### src/rtl/fetch_unit.sv
// Instruction fetch stage: fetch PC, single-outstanding imem handshake,
// next-PC selection from decode control, skid buffer and IF/ID register.
module fetch_unit #(
  parameter logic [31:0] RESET_PC = 32'h0000_3000,
  parameter logic [31:0] NOP_WORD = 32'h0000_0000
) (
  input  logic        clk,
  input  logic        reset_n,
  output logic        imem_req,
  output logic [31:0] imem_addr,
  input  logic        imem_ready,
  input  logic        imem_rvalid,
  input  logic [31:0] imem_rdata,
  input  logic        stall_D,
  input  logic [1:0]  pc_sel_D,
  input  logic [1:0]  j_sel_D,
  input  logic        branch_taken_D,
  input  logic [31:0] rs_D,
  output logic [31:0] Instr_D,
  output logic [31:0] PC4_D,
  output logic        valid_D,
  output logic        redirect
);

  localparam int unsigned XLEN = 32;

  typedef enum logic {IDLE = 1'b0, WAIT = 1'b1} state_t;

  typedef struct packed {
    logic [XLEN-1:0] instr;
    logic [XLEN-1:0] pc4;
  } ifid_t;

  state_t          state;
  state_t          state_nxt;
  logic [XLEN-1:0] pc_F;
  logic [XLEN-1:0] target;
  logic [XLEN-1:0] br_off;
  logic            kill;
  logic            buf_valid;
  ifid_t           skid;
  logic            accept;
  logic            fresh;
  logic            ifid_free;

  // Redirect is only honoured for a live D instruction that is moving on.
  always_comb begin
    redirect = 1'b0;
    if (valid_D && !stall_D) begin
      case (pc_sel_D)
        2'b10:   redirect = 1'b1;
        2'b01:   redirect = (j_sel_D != 2'b00) || branch_taken_D;
        default: redirect = 1'b0;
      endcase
    end
  end

  always_comb begin
    br_off = {{14{Instr_D[15]}}, Instr_D[15:0], 2'b00};
    if (pc_sel_D == 2'b10 || j_sel_D == 2'b11) begin
      target = rs_D & 32'hFFFF_FFFC;
    end else if (j_sel_D == 2'b00) begin
      target = PC4_D + br_off;
    end else begin
      target = {PC4_D[31:28], Instr_D[25:0], 2'b00};
    end
  end

  always_ff @(posedge clk or negedge reset_n) begin
    if (!reset_n) state <= IDLE;
    else          state <= state_nxt;
  end

  always_comb begin
    state_nxt = state;
    case (state)
      IDLE:    if (imem_req && imem_ready) state_nxt = WAIT;
      WAIT:    if (imem_rvalid)            state_nxt = IDLE;
      default: state_nxt = IDLE;
    endcase
  end

  // Request is held off while reset is asserted, the skid holds a word, or a redirect is pending.
  always_comb begin
    imem_req  = 1'b0;
    imem_addr = pc_F;
    if (state == IDLE) imem_req = reset_n && !buf_valid && !redirect;
  end

  assign accept    = imem_req && imem_ready;
  assign fresh     = (state == WAIT) && imem_rvalid && !kill && !redirect;
  assign ifid_free = !valid_D || !stall_D;

  // While in WAIT, pc_F already holds the request address + 4 unless a redirect
  // moved it, and in that case the returning word is killed anyway.
  always_ff @(posedge clk or negedge reset_n) begin
    if (!reset_n) begin
      pc_F      <= RESET_PC;
      kill      <= 1'b0;
      buf_valid <= 1'b0;
      skid      <= '0;
      valid_D   <= 1'b0;
      Instr_D   <= NOP_WORD;
      PC4_D     <= '0;
    end else begin
      if (redirect)    pc_F <= target;
      else if (accept) pc_F <= pc_F + 32'd4;

      if (state == WAIT) begin
        if (imem_rvalid)   kill <= 1'b0;
        else if (redirect) kill <= 1'b1;
      end else if (accept) begin
        kill <= 1'b0;
      end

      // IF/ID priority: redirect flush, then skid buffer, then fresh read data.
      if (redirect) begin
        valid_D   <= 1'b0;
        Instr_D   <= NOP_WORD;
        buf_valid <= 1'b0;
      end else if (ifid_free) begin
        if (buf_valid) begin
          valid_D   <= 1'b1;
          Instr_D   <= skid.instr;
          PC4_D     <= skid.pc4;
          buf_valid <= 1'b0;
        end else if (fresh) begin
          valid_D <= 1'b1;
          Instr_D <= imem_rdata;
          PC4_D   <= pc_F;
        end else if (!stall_D) begin
          valid_D <= 1'b0;
          Instr_D <= NOP_WORD;
        end
      end else if (fresh) begin
        skid.instr <= imem_rdata;
        skid.pc4   <= pc_F;
        buf_valid  <= 1'b1;
      end
    end
  end

endmodule

### config.mk
export PLATFORM = sky130hd
export DESIGN_NAME = fetch_unit
export DESIGN_NICKNAME = d
export VERILOG_FILES = /design/src/rtl/fetch_unit.sv
export SDC_FILE = /design/constraint.sdc
export NUM_CORES = 1
export LEC_CHECK = 0
export BUFFER_PORTS_ARGS = -buffer_cell sky130_fd_sc_hd__buf_2
export CORE_MARGIN = 1
export CORE_UTILIZATION = 36
export CTS_CLUSTER_DIAMETER = 80
export DETAILED_ROUTE_END_ITERATION = 8
export GPL_TIMING_DRIVEN = 0
export PLACE_DENSITY_LB_ADDON = 0.25
export SETUP_SLACK_MARGIN = 0.1
export SLEW_MARGIN = 20
export SYNTH_ARGS = -nofsm -noshare
export SYNTH_HDL_FRONTEND = slang
export SYNTH_SLANG_ARGS = --single-unit
export TNS_END_PERCENT = 20
### constraint.sdc
create_clock -name clk -period 4.72 [get_ports clk]
set_input_delay 1.416 -clock clk [delete_from_list [all_inputs] [get_ports clk]]
set_output_delay 1.416 -clock clk [all_outputs]
set_load 0.01 [all_outputs]
==> results.yml, run 1 <==
timing:
  worst-slew-pin-transition_ns: 1.01
  timing.final.crit_period_ns: 4.55
  timing.setup.tns_ns: 0
  fin_worst_skew_ns: 0.0112
  finalSetupViolations: 0
  slew_headroom_pct: 32.6
  grt_setup_unrepaired: "no"
  finalHoldViolCount: 0
  min_period_over_period_pct: 96.4
  whs_ns: 0.486
  finalMaxSlewViolations: 0
  timing.fmax_mhz: 220
  worst_slack_ns: 0.168
setup_path:
  timing.critical_path.to_type: "primary output"
  worst-r2r-setup-slack_ns: 1.24
  endpoint: "imem_req"
  timing.critical_path.from_type: "primary input"
  crit_path_start: "pc_sel_D[0]"
  slowest_stage_cell_crit_path: "o211ai_1"
  critical_path.max_fanout: 16
  crit_type: "in2out"
  critPathMostFrequentCell: "buf_2"
  cells_traversed_along_the_worst_timing_path: "buf_2, inv_1, ha_1, o211ai_1, buf_4, inv_2, clkbuf_4, nor3_2, buf_2"
  worst_ep_arrival_time_ns: 3.14
  r2r_start: "Instr_D[1]"
  crit-reg2reg-capture: "imem_addr[31]"
  crit_path_max_incr_delay_ns: 0.32
  r2r_cells: 10
  cp.required_ns: 3.30
hold_path:
  worst_min_delay_path_category: "reg2reg"
floorplanning:
  num_io_pins: 173
  initial_core_util_pct: 36.8
  core-area_sq_mm: 0.0253
  die-area_sq_mm: 0.0265
  fp-row-count: 58
  die_height_um: 163
  die_width_um: 163
cts:
  cts.clk_slew.worst_paths_ns: 0.07
  clock_sinks: 164
  cts.path.max_buffers: 2
  number_of_buffers_inserted_during_clock_tree_synthesis: 17
  clk_lat_worst_skew_ns: 0.44
  ctsHtreeMaxLevel: 4
  tritoncts: "built"
  cts_root_buf: "clkbuf_16"
global_routing:
  first_global_vias: 8087
  globalRouteOverflowTotal: 0
  grt_max_degree: 90
  first_pass_grt_wire_length_um: 47800
  grt_use_total_pct: 23.9
  grt_antenna_before_repair: 0
detailed_routing:
  vias_per_cell: 5.54
  top_layer: "met4"
  detail_route.wl_per_cell_um: 20.6
  routed-wl-met3_um: 2100
  antenna_left: 0
  met1_length_um: 13800
  initial_drt_markers: 650
  detail_route.first_pass.iterations: 5
  post-route-drc-count: 0
  met2_wirelength_um: 14400
  finalWirelength_um: 31100
  detailroute.via_count: 8364
synthesis:
  yosysMostFrequentCell: "dfrtp_1"
  synthArstFlopShare_pct: 100
  synth_cells: 964
  yosysWarnings: 0
  share_of_synthesized_area_occupied_by_flip_flops_and_latches_pct: 44.2
  synthTopCellsByCount: "dfrtp_1, nand2_1, a21oi_1, nor2_1, o21ai_0"
  postSynthRegisterBits: 164
  synth-edff-count: 0
  synth_nets: 1071
  leading_area_contributor_after_synthesis: "dfrtp_1"
  most_common_flop_cell_mapped_by_yosys: "dfrtp_1"
  synthesis.area_per_instance_sq_um: 9.64
  yosysUniqueCellTypes: 66
  synthesized_area_sq_mm: 0.00930
  synthTopCellsByArea: "dfrtp_1, mux2_2, a21oi_1, ha_1, nand2_1"
  synth_top_area_share_pct: 43.6
job:
  maxCapViolations: 0
final_layout:
  post_route_cells_drive_above_1_share_pct: 26.5
  seq_area_sq_mm: 0.00411
  antenna-diode-count: 0
  flow.area_growth_from_synthesis_pct: 21.9
  post_layout_nonfiller_instances: 1509
  final_area_sq_mm: 0.0113
  final.fill_count: 2521
  multi_input_gate_area_sq_mm: 0.00493
  nNetsFinal: 1273
place:
  globalplace.congestion: 0.863
  post-place-cells: 1466
  dp_hpwl_um: 23000
  placement.setup.worst_slack_ns: -0.555
  post_dp_cell_area_sq_mm: 0.0106
  placement.io_buffers: 170
run_status:
  outcome: "completed"
power_and_ir_drop:
  worst_ir_drop_on_vdd_mv: 0.223
  p_leak_nw: 5.03
  power_density_mw_per_mm2: 537
[flip-flops by register name (all words and copies together) (netlist names)]
| signal | count |
|---|---|
| imem_addr | 32 |
| state | 1 |
| buf_valid | 1 |
| Instr_D | 32 |
| PC4_D | 32 |
| skid | 64 |
| kill | 1 |
| valid_D | 1 |
[worst min-delay path by stage]
stage | from | end | slack, ns | cells after the start
final | Instr_D[27] | Instr_D[27] | 0.49 | 2
after global routing | skid[30] | skid[30] | 0.52 | 1
after CTS | Instr_D[27] | Instr_D[27] | 0.49 | 2
after detailed placement | Instr_D[27] | Instr_D[27] | 0.47 | 2
after global placement | Instr_D[26] | Instr_D[26] | 0.46 | 2
after floorplan | skid[31] | skid[31] | 0.48 | 1
[kinds of logic (layout without fill, tap and decap cells)]
logic type	Yosys count	in the layout	share of synthesized area, %
simple gates	271	271	13.5
mux	99	99	11.5
flops	164	164	44.2
buf+inv	70	285	2.92
xor+xnor	41	41	3.86
compound gates	286	286	19.5
fa+ha+maj	33	33	4.52
[critical path, delay by kind of cell]
family | cells | cell delay, ns
AND/OR/NAND/NOR | 1 | 0.22
AO/OA/AOI/OAI | 1 | 0.32
adder cells (fa/ha/maj) | 1 | 0.28
buffers and inverters | 6 | 0.91
[layout make-up]
class / count / share of cell area (%)
clock inverters: 15 / 1.69
multi-input cells: 730 / 43.5
well taps: 330 / 3.64
clock buffers: 17 / 3.75
repair buffers: 184 / 8.74
flip-flops and latches: 164 / 36.2
plain buffers: 57 / 2.02
inverters: 12 / 0.398
[through the flow]
step / utilization, % / total power [mW]
final: 44.9 / 6.08
after global routing: 44.9 / 6.48
after CTS: 44.9 / 6.10
after detailed placement: 42.0 / 4.61
after global placement: 41.8 / 4.56
after floorplan: - / 3.76
[layout by cell type (no fill, tap or decap), types with 4 or more instances in the layout]
cell,netlist,layout
a22oi_1,32,32
a31oi_1,4,4
o21ai_1,5,5
o211ai_1,17,17
and4_1,5,5
nand3_1,32,32
and3_1,9,9
inv_6,0,4
nand4_1,6,6
xnor2_1,19,19
inv_1,11,11
a311oi_1,4,4
a211oi_1,13,13
nor3_1,20,18
o21ai_0,74,74
clkbuf_16,0,17
buf_4,0,13
nand2_1,99,99
clkbuf_1,50,48
buf_2,4,172
a21o_1,12,12
mux2i_1,35,35
or3_1,6,6
a21oi_1,84,84
xor2_1,22,22
ha_1,32,32
mux2_2,64,64
o31ai_1,5,5
nand2b_1,4,4
dfrtp_1,162,162
nor2_1,76,76
[what timing repair did]
item | CTS | global route
buffers inserted | 12 | 0
hold endpoints to repair | 0 | 0
hold buffers | 0 | 0
resized for setup | 4 | 0
endpoints found under the setup margin | 2 | 0
[power breakdown]
group	switching (mW)	leakage, nW	total (mW)	internal [mW]
logic	1.21	2.67	2.18	0.972
registers	0.520	2.06	2.42	1.90
clock network	0.673	0.300	1.48	0.807
total	2.40	5.03	6.08	3.68
[per-layer routing]
metal | vias to the layer above | GRT usage, %
li1 | 3935 | -
met1 | 4071 | 32.4
met2 | 305 | 37.9
met3 | 53 | 4.56
met4 | 0 | 8.75
met5 | - | 0
Power figures use the tool's default switching activity.
==> run 2, diff against run 1 <==
==> constraint.sdc (replaced) <==
create_clock -name clk -period 4.72 [get_ports clk]
set_input_delay 1.416 -clock clk [delete_from_list [all_inputs] [get_ports clk]]
set_output_delay 1.416 -clock clk [all_outputs]
set_load 0.1 [all_outputs]
==> results.yml, run 2 (synthesis results as in run 1) <==
final_layout:
  nNetsFinal: 1274
  post_route_cells_drive_above_1_share_pct: 26.3
  flow.area_growth_from_synthesis_pct: 21.9
  mostFrequentLayoutCell: "buf_2"
  antenna-diode-count: 0
  layout_common_cells: "buf_2, dfrtp_1, nand2_1"
  layout_utilization_pct: 44.9
  final_area_sq_mm: 0.0113
  largest_register_ffs: 64
  top_register: "skid"
detailed_routing:
  antenna_left: 0
  initial_drt_markers: 655
  detailroute.via_count: 8396
  finalWirelength_um: 31000
  vias_per_cell: 5.57
  detail_route.first_pass.iterations: 5
  post-route-drc-count: 0
  detail_route.wl_per_cell_um: 20.6
run_status:
  outcome: "completed"
timing:
  slew_headroom_pct: 33.1
  finalSetupViolations: 0
  timing.final.crit_period_ns: 4.62
  worst-slew-pin-transition_ns: 1.00
  timing.fmax_mhz: 217
  grt_setup_unrepaired: "yes"
  finalMaxSlewViolations: 0
  finalHoldViolCount: 0
  fin_worst_skew_ns: 0.0104
  min_period_over_period_pct: 97.8
  worst_slack_ns: 0.103
  timing.setup.tns_ns: 0
  whs_ns: 0.488
power_and_ir_drop:
  power_density_mw_per_mm2: 692
  p_leak_nw: 5.01
  worst_ir_drop_on_vdd_mv: 0.427
hold_path:
  worst_min_delay_path_category: "reg2reg"
setup_path:
  cp.required_ns: 3.30
  crit_type: "in2out"
  critical_path.max_fanout: 10
  timing.critical_path.from_type: "primary input"
  worst_ep_arrival_time_ns: 3.20
  timing.critical_path.to_type: "primary output"
floorplanning:
  die_height_um: 163
  die-area_sq_mm: 0.0265
  die_width_um: 163
  fp-row-count: 58
  num_io_pins: 173
  core-area_sq_mm: 0.0253
  initial_core_util_pct: 36.8
cts:
  tritoncts: "built"
  ctsHtreeMaxLevel: 4
  clock_sinks: 164
  ctsHoldBuffers: 0
  cts_root_buf: "clkbuf_16"
  clk_lat_worst_skew_ns: 0.44
  cts.clk_slew.worst_paths_ns: 0.06
  number_of_buffers_inserted_during_clock_tree_synthesis: 17
  cts.path.max_buffers: 2
place:
  post_dp_cell_area_sq_mm: 0.0107
  placement.setup.worst_slack_ns: -0.137
  placement.io_buffers: 170
  globalplace.congestion: 0.876
  dp_hpwl_um: 23200
global_routing:
  grt_antenna_before_repair: 0
  globalRouteOverflowTotal: 0
  first_pass_grt_wire_length_um: 48200
  first_global_vias: 8137
  grt_use_total_pct: 24.2
  grt_max_degree: 69
job:
  maxCapViolations: 0
==> run 2: cell count changes in the layout (fill, tap and decap cells not counted), moves of 2 or more <==
cell and change:
clkinv_8 -2, clkbuf_1 +2, inv_8 -3, clkinvlp_4 +2, clkbuf_8 +2, buf_2 -2
==> run 2: final cells by class <==
type / count / area [sq um]
repair buffers: 184 / 1020
fillers: 2509 / 13900
inverters: 12 / 47.5
flip-flops and latches: 164 / 4110
clock inverters: 10 / 101
plain buffers: 58 / 260
clock buffers: 20 / 447
multi-input cells: 730 / 4940
well taps: 330 / 413
==> run 2: path summary, 6_finish.rpt <==
kind	from	end	slack, ns	depth (start not counted)
max	pc_sel_D[0]	imem_req	0.10	10
min	Instr_D[26]	Instr_D[26]	0.49	2
max reg2reg	Instr_D[0]	imem_addr[28]	1.38	11
min reg2reg	Instr_D[26]	Instr_D[26]	0.49	2
max in group asynchronous	reset_n	Instr_D[17]	2.90	3
min in group asynchronous	reset_n	skid[26]	0.85	1
==> run 2: where the power goes <==
group / internal, mW / switching, mW / total (mW)
logic: 0.979 / 3.09 / 4.07
registers: 1.90 / 0.532 / 2.43
clock network: 0.740 / 0.611 / 1.35
==> run 2: worst max-delay path: stages <==
cell       delay [ns]
buf_2            0.09
inv_1            0.04
ha_1             0.28
o211ai_1         0.33
buf_4            0.19
inv_4            0.06
clkbuf_8         0.17
clkbuf_16        0.18
nor3_4           0.20
buf_8            0.24
==> run 2: stage by stage <==
| step | cells | power, mW |
|---|---|---|
| final | 1508 | 7.85 |
| after global routing | 1508 | 8.24 |
| after CTS | 1508 | 7.87 |
| after detailed placement | 1467 | 6.50 |
| after global placement | 1464 | 6.44 |
| after floorplan | 964 | 5.62 |
==> run 2: metal layers <==
layer	global-route usage, %	vias up	share of wire (%)
li1	-	3936	-
met1	33.6	4062	45
met2	37.4	336	45
met3	4.38	62	6.9
met4	8.96	0	2.9
met5	0	-	0
==> run 2: timing repair <==
action | CTS | global route
gates cloned | 0 | 0
buffers inserted | 11 | 0
endpoints found under the setup margin | 2 | 2
resized for setup | 3 | 1
pin swaps | 1 | 0
